--- src/rtl/gpio_pad_ctrl_pkg.sv ---
// Shared types and reset constants for the GPIO pad controller slice.
package gpio_pad_ctrl_pkg;

    localparam int unsigned DB_W_DEF    = 8;
    localparam int unsigned NUM_PIN_DEF = 8;

    typedef enum logic [1:0] {
        EDGE_NONE = 2'd0,
        EDGE_RISE = 2'd1,
        EDGE_FALL = 2'd2
    } edge_e;

    localparam logic PAD_OEN_RST = 1'b0;
    localparam logic PAD_REN_RST = 1'b0;

endpackage

--- src/rtl/gpio_pad_db.sv ---
// One pin's input path: 2-flop synchroniser, debounce counter, conditioned value and edge report.
module gpio_pad_db
    import gpio_pad_ctrl_pkg::*;
#(
    parameter int unsigned DB_W = DB_W_DEF
) (
    input  logic            clk_i,
    input  logic            rst_n_i,
    input  logic            db_en_i,
    input  logic            tick_i,
    input  logic [DB_W-1:0] db_thr_i,
    input  logic            pad_c_i,
    output logic            in_o,
    output edge_e           edge_o
);

    logic            sync_1;
    logic            sync_2;
    logic [DB_W-1:0] cnt;
    logic            accept;

    // edge_o is combinational so the pending bit lands on the same edge as in_o
    always_comb begin
        accept = 1'b0;
        edge_o = EDGE_NONE;
        if (sync_2 != in_o) begin
            accept = !db_en_i || (tick_i && (cnt >= db_thr_i));
        end
        if (accept) begin
            edge_o = sync_2 ? EDGE_RISE : EDGE_FALL;
        end
    end

    always_ff @(posedge clk_i) begin
        if (!rst_n_i) begin
            sync_1 <= 1'b0;
            sync_2 <= 1'b0;
            in_o   <= 1'b0;
            cnt    <= '0;
        end else begin
            sync_1 <= pad_c_i;
            sync_2 <= sync_1;
            if (accept) begin
                in_o <= sync_2;
            end
            // Holding the counter at zero while bypassed makes any db_en_i toggle start clean
            if (!db_en_i || (sync_2 == in_o) || accept) begin
                cnt <= '0;
            end else if (tick_i && (cnt != '1)) begin
                cnt <= cnt + DB_W'(1);
            end
        end
    end

endmodule

--- src/rtl/gpio_pad_ctrl.sv ---
// GPIO pad sequencer: registered pad drive, shared debounce prescaler, pending bits and interrupt.
module gpio_pad_ctrl
    import gpio_pad_ctrl_pkg::*;
#(
    parameter int unsigned NUM_PIN = NUM_PIN_DEF,
    parameter int unsigned DB_W    = DB_W_DEF
) (
    input  logic               clk_i,
    input  logic               rst_n_i,
    input  logic [NUM_PIN-1:0] dir_i,
    input  logic [NUM_PIN-1:0] out_i,
    input  logic [NUM_PIN-1:0] pull_en_i,
    input  logic               db_en_i,
    input  logic [DB_W-1:0]    psc_i,
    input  logic [DB_W-1:0]    db_thr_i,
    input  logic [NUM_PIN-1:0] rise_en_i,
    input  logic [NUM_PIN-1:0] fall_en_i,
    input  logic [NUM_PIN-1:0] pend_clr_i,
    output logic [NUM_PIN-1:0] pad_i_o,
    output logic [NUM_PIN-1:0] pad_oen_o,
    output logic [NUM_PIN-1:0] pad_ren_o,
    input  logic [NUM_PIN-1:0] pad_c_i,
    output logic [NUM_PIN-1:0] in_o,
    output logic [NUM_PIN-1:0] pend_o,
    output logic               irq_o
);

    logic [DB_W-1:0]    psc_cnt;
    logic               tick;
    edge_e              edge_w [NUM_PIN];
    logic [NUM_PIN-1:0] pend_set;

    // >= rather than == so lowering psc_i below the running count ticks immediately
    always_comb begin
        tick = (psc_cnt >= psc_i);
    end

    always_ff @(posedge clk_i) begin
        if (!rst_n_i) begin
            psc_cnt <= '0;
        end else if (tick) begin
            psc_cnt <= '0;
        end else begin
            psc_cnt <= psc_cnt + DB_W'(1);
        end
    end

    for (genvar g = 0; g < NUM_PIN; g++) begin : g_pin
        gpio_pad_db #(
            .DB_W (DB_W)
        ) u_db (
            .clk_i    (clk_i),
            .rst_n_i  (rst_n_i),
            .db_en_i  (db_en_i),
            .tick_i   (tick),
            .db_thr_i (db_thr_i),
            .pad_c_i  (pad_c_i[g]),
            .in_o     (in_o[g]),
            .edge_o   (edge_w[g])
        );
    end

    always_comb begin
        pend_set = '0;
        for (int unsigned n = 0; n < NUM_PIN; n++) begin
            pend_set[n] = ((edge_w[n] == EDGE_RISE) && rise_en_i[n]) ||
                          ((edge_w[n] == EDGE_FALL) && fall_en_i[n]);
        end
    end

    always_ff @(posedge clk_i) begin
        if (!rst_n_i) begin
            pad_oen_o <= {NUM_PIN{PAD_OEN_RST}};
            pad_ren_o <= {NUM_PIN{PAD_REN_RST}};
            pad_i_o   <= '0;
            pend_o    <= '0;
            irq_o     <= 1'b0;
        end else begin
            pad_oen_o <= dir_i;
            pad_ren_o <= pull_en_i;
            pad_i_o   <= out_i;
            // Set is ORed in after the clear so a colliding event survives
            pend_o    <= (pend_o & ~pend_clr_i) | pend_set;
            irq_o     <= |pend_o;
        end
    end

endmodule
--- config.mk ---
export PLATFORM = sky130hd
export DESIGN_NAME = gpio_pad_ctrl
export DESIGN_NICKNAME = d
export VERILOG_FILES = /design/src/rtl/gpio_pad_ctrl_pkg.sv /design/src/rtl/gpio_pad_db.sv /design/src/rtl/gpio_pad_ctrl.sv
export SDC_FILE = /design/constraint.sdc
export NUM_CORES = 1
export LEC_CHECK = 0
export BUFFER_PORTS_ARGS = -buffer_cell sky130_fd_sc_hd__buf_2
export CORE_MARGIN = 2
export CORE_UTILIZATION = 36
export DETAILED_ROUTE_END_ITERATION = 8
export HOLD_SLACK_MARGIN = 0.08
export PLACE_DENSITY_LB_ADDON = 0.1
export SETUP_SLACK_MARGIN = 0.2
export SYNTH_ARGS = -nofsm -noshare
export SYNTH_HDL_FRONTEND = slang
export SYNTH_HIERARCHICAL = 1
export SYNTH_SLANG_ARGS = --single-unit
--- constraint.sdc ---
create_clock -name clk_i -period 9.7 [get_ports clk_i]
set_clock_uncertainty 0.1 [all_clocks]
set_input_delay 0.485 -clock clk_i [delete_from_list [all_inputs] [get_ports clk_i]]
set_output_delay 0.485 -clock clk_i [all_outputs]
set_load 0.01 [all_outputs]
After elaboration in Yosys (flattened, before gate mapping):

Index checks and enable logic that the tools add are counted.

* word-level logic and storage cells: 199
* register bits: 129

* eq/ne operators: 40
* bitwise gates (word level): 4
* $add $sub $neg: 9
* reduce and logical (&&, ||, !) cells: 75
* mux-type cells: 24
* magnitude comparators: 9

Operator list (number)
* $add A8 B1 Y8 const B: 9
* $ge A8 B8 Y1: 9
* $ne A8 B8 Y1 const B: 8
* $logic_and A1 B1 Y1: 32
* $logic_or A1 B1 Y1: 32
* $mux W2: 16
* $reduce_or A2 Y1: 9
* $eq A2 B1 Y1 const B: 8
* $eq A2 B2 Y1 const B: 8
* $and A8 B8 Y8: 1
* $eq A1 B1 Y1: 8
* $mux W1: 8
* $ne A1 B1 Y1: 8
* $not A8 Y8: 1
* $or A8 B8 Y8: 1
* $reduce_or A8 Y1: 1
* $logic_not A1 Y1: 1
* $not A1 Y1: 1

Logic depth before layout (Yosys ltp):

Gate-level depths: netlist of run 1.

* depth after elaboration: 9
* depth in mapped cells: 12
* gate-level depth less buffers: 12

By module:

The synthesis of run 1 kept the hierarchy.

By module, submodules not included
* gpio_pad_db: instances 8, area an instance 715.7 um2, cells an instance 85
* gpio_pad_ctrl: instances 1, area an instance 1612.8 um2, cells an instance 161

Worst setup path before layout of run 1:

Ideal clock, no wire load.

* kind: input -> register
* from: input psc_i[3]
* to: register pend_o[0]
* required time: 9.485 ns
* stages on the path: 12
* buffers on the path: 0
* setup slack: 4.663 ns
* data arrival time: 4.822 ns
* cells stage by stage: inv_1 ha_1 o21a_1 a21oi_1 o31ai_1 o211ai_1 nor2_1 a211oi_1 nor2_1 nand3b_1 o21ai_0 o21a_1

RTL lines
* start, declared: RTL line gpio_pad_ctrl.sv:14 `input logic [DB_W-1:0] psc_i,`
* end signal, assigned: RTL line gpio_pad_ctrl.sv:83 `pend_o <= (pend_o & ~pend_clr_i) | pend_set;`
* end, declared: RTL line gpio_pad_ctrl.sv:24 `output logic [NUM_PIN-1:0] pend_o,`

==> flow_metrics.env, run 1 <==
export IMPL_cts_resized=0
export IMPL_ctsHoldBuffers=0
export IMPL_syn2layout_area_growth_pct=20.70
export IMPL_crit_fanout=56
export IMPL_cts_setup_buffers=0
export IMPL_grtUsageMet1_pct=22.34
export IMPL_hold_depth=2
export IMPL_crit_required_ps=9920
export IMPL_grt_pass1_wl_um=28920
export IMPL_peakVddDrop_mv=0.1378
export IMPL_cp_cell_sequence="ha_1 -> or3_1 -> a21oi_1 -> o31ai_4 -> buf_4 -> o211ai_1 -> nor2_1 -> a211oi_1 -> nor2_1 -> nand3b_1 -> o21ai_0 -> o21a_1"
export IMPL_drt_iter0_markers=293
export IMPL_portBuffers=115
export IMPL_setup_viol=0
export IMPL_start_util_pct=36.50
export IMPL_antenna_found_initial=0
export IMPL_yosysWarnings=6
export IMPL_max_cap_violations=0
export IMPL_finalCritPeriodShare_pct=33.11
export IMPL_nNetsFinal=1130
export IMPL_dr_pass1_iters=4
export IMPL_cts_sinks=129
export IMPL_clk_insertion_delay_late_ps=420
export IMPL_gp_congestion=0.7557
export IMPL_synth_fa_ha_area_share_pct=13.81
export IMPL_setup_tns_ps=0
export IMPL_cts_tree="built"
export IMPL_end_kind="flip-flop"
export IMPL_finalHoldViolations=0
export IMPL_grt_usage_pct=16.84
export IMPL_maxSlewViolCount=0
export IMPL_synth_cells=841
export IMPL_whs_ps=166.0
export IMPL_clkTransAtPathRegs_ps=70
export IMPL_outcome="finished, final reports clean"
export IMPL_clock_path_buffers=2
export IMPL_startpoint_type="flip-flop"
export IMPL_antenna_left=0
export IMPL_first_global_vias=5746
export IMPL_reg2reg_depth=12
export IMPL_gr_total_overflow=0
export IMPL_power_mw=1.286
export IMPL_rows=52
export IMPL_die_h_um=146.8
export IMPL_holdCritPathClass="input pin to flip-flop"
export IMPL_grtUsageMet2_pct=27.61
export IMPL_yosys_area_share_simple_pct=23.44
export IMPL_syn_area_um2=7338
export IMPL_yosys_most_used_dff="dfxtp_1"
export IMPL_h_tree_depth=4
export IMPL_synth_edf_count=0
export IMPL_layout_drive_gt1_share_pct=17.12
export IMPL_wl_per_cell_um=13.83
export IMPL_routed_wl_um=17380
export IMPL_synthMuxAreaShare_pct=2.182
export IMPL_synth_nets=997
export IMPL_globalRoute_busiestLayer="met2"
export IMPL_synth_top_family_by_area="simple AND/OR/NAND/NOR gates"
export IMPL_gr_usage_met3_pct=3.696
export IMPL_max_stage_delay_ps=450
export IMPL_ioPinCount=116
export IMPL_synth_compound_area_share_pct=13.40
export IMPL_core_um2=20100
export IMPL_antennaDiodeCount=0
export IMPL_worstMarginPinSlew_ps=600.8
export IMPL_syn_avg_cell_area_um2=8.726
export IMPL_drc_errors=0
export IMPL_synth_seq_area_share_pct=35.19
export IMPL_slew_headroom_pct=59.95
export IMPL_p_leak_nw=3.885
export IMPL_synth_xor_xnor_area_share_pct=6.445
export IMPL_fillers=2026
export IMPL_hpwlAfterDp_um=12500
export IMPL_via_per_inst=4.771
export IMPL_num_vias=5997
export IMPL_fmax_mhz=311.4
export IMPL_ys_ff_latch=129
export IMPL_crit_top_cell="nor2_1"
export IMPL_path_class="flip-flop to flip-flop"
export IMPL_root_buffer="clkbuf_16"
export IMPL_grt_max_degree=57
export IMPL_power_density_nw_per_um2=145.2
export IMPL_die_w_um=146.8
export IMPL_fin_crit_ps=3211
export IMPL_slowest_stage="a211oi_1"
export IMPL_rsz0062_at_grt="false"
export IMPL_ys_async_sr_fraction_pct=0
export IMPL_synth_cell_types=39
export IMPL_dieArea_um2=21540
export IMPL_cp_arrival_ps=3430
export IMPL_cts_buffers=17
==> worst max-delay path: cells and delay by family (launching register included) <==
| family | cells | cell delay [ps] |
|---|---|---|
| buffers and inverters | 1 | 330 |
| adder cells (fa/ha/maj) | 1 | 250 |
| flip-flops | 1 | 390 |
| AO/OA/AOI/OAI | 6 | 1360 |
| AND/OR/NAND/NOR | 4 | 640 |
==> power by group <==
part / switching, mW / total [mW] / internal, mW / leakage, nW
clock: 0.279 / 0.646 / 0.367 / 0.291
sequential: 0.00539 / 0.546 / 0.541 / 1.05
combinational: 0.0525 / 0.0935 / 0.0410 / 2.54
total: 0.337 / 1.29 / 0.949 / 3.88
==> metal layers <==
layer  part of all wire [%]  vias up
met3                    3.8       12
met4                   0.88        0
li1                       -     3183
met2                     46       89
met1                     49     2713
met5                      0        -
==> registers in the layout, indices dropped and copies added (netlist names) <==
register,count
g_pin.u_db/cnt,64
g_pin.u_db/in_o,8
g_pin.u_db/sync_1,8
g_pin.u_db/sync_2,8
pad_i_o,8
pad_oen_o,8
pad_ren_o,8
pend_o,8
psc_cnt,8
irq_o,1
==> area by class of cell <==
class | instances | area (µm²) | share of cell area (%)
clock buffer | 17 | 425.4 | 4.803
inverter | 105 | 394.1 | 4.450
timing repair buffer | 117 | 590.6 | 6.668
sequential | 129 | 2582 | 29.16
multi-input combinational | 604 | 4364 | 49.27
clock inverter | 15 | 162.7 | 1.836
tap | 270 | 337.8 | 3.814
==> cell families (layout without fill, tap and decap cells) <==
kind of cell / Yosys count / after routing
xor+xnor: 54 / 54
buf+inv: 108 / 254
fa+ha+maj: 81 / 81
compound gates: 136 / 136
flops: 129 / 129
mux: 16 / 16
simple gates: 317 / 317
==> per-stage QoR <==
step	std cells	util [%]	setup WS, ps	area (µm²)
final	1257	44.06	6489	8857
after floorplan	841	-	4663	7338
after CTS	1257	44.06	6461	8857
after global placement	1225	41.13	6327	8269
after detailed placement	1225	41.13	6228	8269
after global routing	1257	44.06	6136	8857
==> synthesized netlist by cell type, drive strengths merged (9+ instances only) <==
library cell,count,area [µm²]
a21oi,19,106.4
nand2b,17,106.4
o31ai,9,67.56
mux2i,16,160.2
xnor2,17,148.9
nand2,48,180.2
nor2b,16,100.1
and2,40,250.2
nand3b,16,120.1
dfxtp,129,2582
nand3,30,150.1
inv,105,394.1
nand4,16,150.1
ha,81,1013
o21a,9,67.56
a211oi,16,120.1
nor2,96,360.4
xor2,37,324.1
nor3,16,120.1
o21ai,32,160.2
and4,16,140.1
==> layout by cell type, fill, tap and decap left out, types with 6 or more instances in the layout <==
cell       netlist  final
dfxtp_1        129    129
buf_2            0    115
inv_1          105    105
nor2_1          96     96
ha_1            81     81
nand2_1         48     48
and2_1          40     40
xor2_1          37     37
nand3_1         30     30
a21oi_1         18     18
nand2b_1        17     17
xnor2_1         17     17
clkbuf_16        0     17
nor2b_1         16     16
nand3b_1        16     16
o21ai_0         16     16
a211oi_1        16     16
o21ai_1         16     16
mux2i_1         16     16
and4_1          16     16
o21a_1           9      9
o211ai_1         8      8
nand4_1          8      8
a31oi_1          8      8
a21bo_1          8      8
a2111o_1         8      8
nand4_2          8      8
nor3_1           8      8
nor3_2           8      8
o31ai_1          9      8
a2111oi_0        8      8
o2111ai_1        8      8
inv_8            0      6
==> final timing paths <==
path / start / to / slack (ps)
min reg2reg: g_pin[3].u_db/sync_1 / g_pin[3].u_db/sync_2 / 330
max: psc_cnt[2] / pend_o[5] / 6490
max reg2reg: psc_cnt[2] / pend_o[5] / 6490
min: dir_i[2] / pad_oen_o[2] / 170
Note: power is estimated with default switching activity, not from simulation.
==> run 2: changes to the inputs <==
--- a/config.mk
+++ b/config.mk
@@ -5,6 +5,7 @@
 export SDC_FILE = /design/constraint.sdc
 export NUM_CORES = 1
 export LEC_CHECK = 0
+export ABC_AREA = 1
 export BUFFER_PORTS_ARGS = -buffer_cell sky130_fd_sc_hd__buf_2
 export CORE_MARGIN = 2
 export CORE_UTILIZATION = 36
==> constraint.sdc (replaced) <==
create_clock -name clk_i -period 3 [get_ports clk_i]
set_clock_uncertainty 0.1 [all_clocks]
set_input_delay 0.15 -clock clk_i [delete_from_list [all_inputs] [get_ports clk_i]]
set_output_delay 0.15 -clock clk_i [all_outputs]
set_load 0.01 [all_outputs]
==> flow_metrics.env, run 2 <==
export IMPL_gp_congestion=0.7865
export IMPL_antenna_left=0
export IMPL_finalCritPeriodShare_pct=78.34
export IMPL_drt_iter0_markers=386
export IMPL_fin_area_um2=10230
export IMPL_gr_total_overflow=0
export IMPL_drc_errors=0
export IMPL_crit_fanout=16
export IMPL_final_cell_mix="inv_1, nand2_1, nor2_1"
export IMPL_syn2layout_area_growth_pct=24.11
export IMPL_hpwlAfterDp_um=14370
export IMPL_whs_ps=108.2
export IMPL_grt_pass1_wl_um=33950
export IMPL_layout_drive_gt1_share_pct=17.14
export IMPL_crit_required_ps=3220
export IMPL_clkTransAtPathRegs_ps=60
export IMPL_placed_area_um2=9096
export IMPL_end_kind="flip-flop"
export IMPL_wl_per_cell_um=12.11
export IMPL_yosysWarnings=6
export IMPL_r2r_start="psc_cnt[6]"
export IMPL_nNetsFinal=1514
export IMPL_layout_commonest_cell="inv_1"
export IMPL_synth_most_common_cell="inv_1"
export IMPL_rows=55
export IMPL_synth_cells=1177
export IMPL_ys_ff_latch=129
export IMPL_holdCritPathClass="input pin to flip-flop"
export IMPL_core_um2=22570
export IMPL_power_density_nw_per_um2=410.3
export IMPL_synth_nets=1333
export IMPL_clock_path_buffers=2
export IMPL_via_per_inst=4.423
export IMPL_portBuffers=115
export IMPL_yosys_area_top_type="dfxtp_1"
export IMPL_stdcell_count=1656
export IMPL_dp_cells=1568
export IMPL_cp_startpoint="psc_cnt[6]"
export IMPL_synth_top_area_share_pct=31.33
export IMPL_synth_common_cells="inv_1, nand2_1, nor2_1"
export IMPL_yosys_most_used_dff="dfxtp_1"
export IMPL_startpoint_type="flip-flop"
export IMPL_rsz0062_at_grt="false"
export IMPL_cts_tree="built"
export IMPL_die_h_um=155.3
export IMPL_cts_buffers=17
export IMPL_pre_cts_ws_ps=537.7
export IMPL_power_mw=4.197
export IMPL_h_tree_depth=4
export IMPL_hold_start="rst_n_i"
export IMPL_path_class="flip-flop to flip-flop"
export IMPL_cp_arrival_ps=2570
export IMPL_synth_cell_types=26
export IMPL_worstMarginPinSlew_ps=740.0
export IMPL_top_register="g_pin.u_db/cnt"
export IMPL_finalHoldViolations=0
export IMPL_setup_viol=0
export IMPL_p_leak_nw=5.550
export IMPL_grt_usage_pct=17.64
export IMPL_num_vias=7325
export IMPL_slew_headroom_pct=50.67
export IMPL_die_w_um=155.3
export IMPL_ys_async_sr_fraction_pct=0
export IMPL_antennaDiodeCount=0
export IMPL_clk_insertion_delay_late_ps=430
export IMPL_syn_area_um2=8242
export IMPL_setup_tns_ps=0
export IMPL_grt_max_degree=67
export IMPL_largest_reg_flops=64
export IMPL_synth_seq_area_share_pct=31.33
export IMPL_cts_setup_buffers=0
export IMPL_ioPinCount=116
export IMPL_dr_pass1_iters=4
export IMPL_synth_edf_count=0
export IMPL_fin_crit_ps=2350
export IMPL_syn_avg_cell_area_um2=7.002
export IMPL_fillers=2304
export IMPL_antenna_found_initial=0
export IMPL_final_core_util_pct=45.32
export IMPL_max_cap_violations=0
export IMPL_first_global_vias=7007
export IMPL_root_buffer="clkbuf_16"
export IMPL_fmax_mhz=425.5
export IMPL_dieArea_um2=24120
export IMPL_start_util_pct=36.51
export IMPL_peakVddDrop_mv=0.3884
export IMPL_routed_wl_um=20050
export IMPL_maxSlewViolCount=0
export IMPL_fin_ws_ps=649.9
export IMPL_outcome="finished, final reports clean"
export IMPL_synth_area_top_cells="dfxtp_1, inv_1, ha_1"
export IMPL_cts_sinks=129
## run 2: cell count changes after synthesis, sizes merged, moves of 17 or more
cell | previous run | this run
nand2b | 17 | 0
nor2 | 96 | 166
inv | 105 | 286
nand4 | 16 | 43
a21oi | 19 | 42
nand2 | 48 | 256
and2 | 40 | 0
## run 2: layout make-up
type / count / area, µm² / area share (%)
multi-input cells: 751 / 4481 / 43.80
flip-flops and latches: 129 / 2582 / 25.25
repair buffers: 173 / 1167 / 11.41
inverters: 286 / 1074 / 10.50
clock buffers: 17 / 425.4 / 4.159
well taps: 285 / 356.6 / 3.486
clock inverters: 15 / 142.6 / 1.394
## run 2: where the power goes
| group | switching, mW | internal, mW |
|---|---|---|
| clock | 0.909 | 1.10 |
| combinational | 0.226 | 0.184 |
| sequential | 0.0241 | 1.76 |
## run 2: worst paths after layout
kind	endpoint	slack, ps	depth (start not counted)
max reg2reg	pend_o[2]	650	15
max	pend_o[2]	650	15
min	g_pin[1].u_db/sync_1	110	4
min reg2reg	g_pin[4].u_db/sync_2	310	2
## run 2: critical path, cell delays in order (launching register included)
cell	delay, ps
dfxtp_1	340
ha_1	290
nand2_1	70
nor2_1	140
nand2_1	120
nand3_1	120
buf_6	250
nand2_1	170
nand2_1	90
nand2_1	80
nor2_1	90
inv_1	50
nand3_1	50
o21ai_0	70
o21ai_0	150
inv_1	50
## run 2: repair_timing
action / CTS / global route
endpoints found under the hold margin: 40 / 0
hold buffers: 56 / 0
endpoints found under the setup margin: 0 / 1
gates resized for setup: 0 / 1
## run 2: per-layer routing
metal / share of wire (%) / global-route usage (%) / vias to the layer above
met4: 1.1 / 4.937 / 0
li1: - / - / 3958
met1: 48 / 22.15 / 3249
met2: 47 / 29.80 / 106
met5: 0 / 0 / -
met3: 4.2 / 4.791 / 12
## run 2: cell families after synthesis
kind of cell | synth area share, %
XOR/XNOR | 5.632
adder cells (fa/ha/maj) | 12.30
AO/OA/AOI/OAI | 7.120
buffers and inverters | 14.30
flip-flops | 31.33
AND/OR/NAND/NOR | 29.32
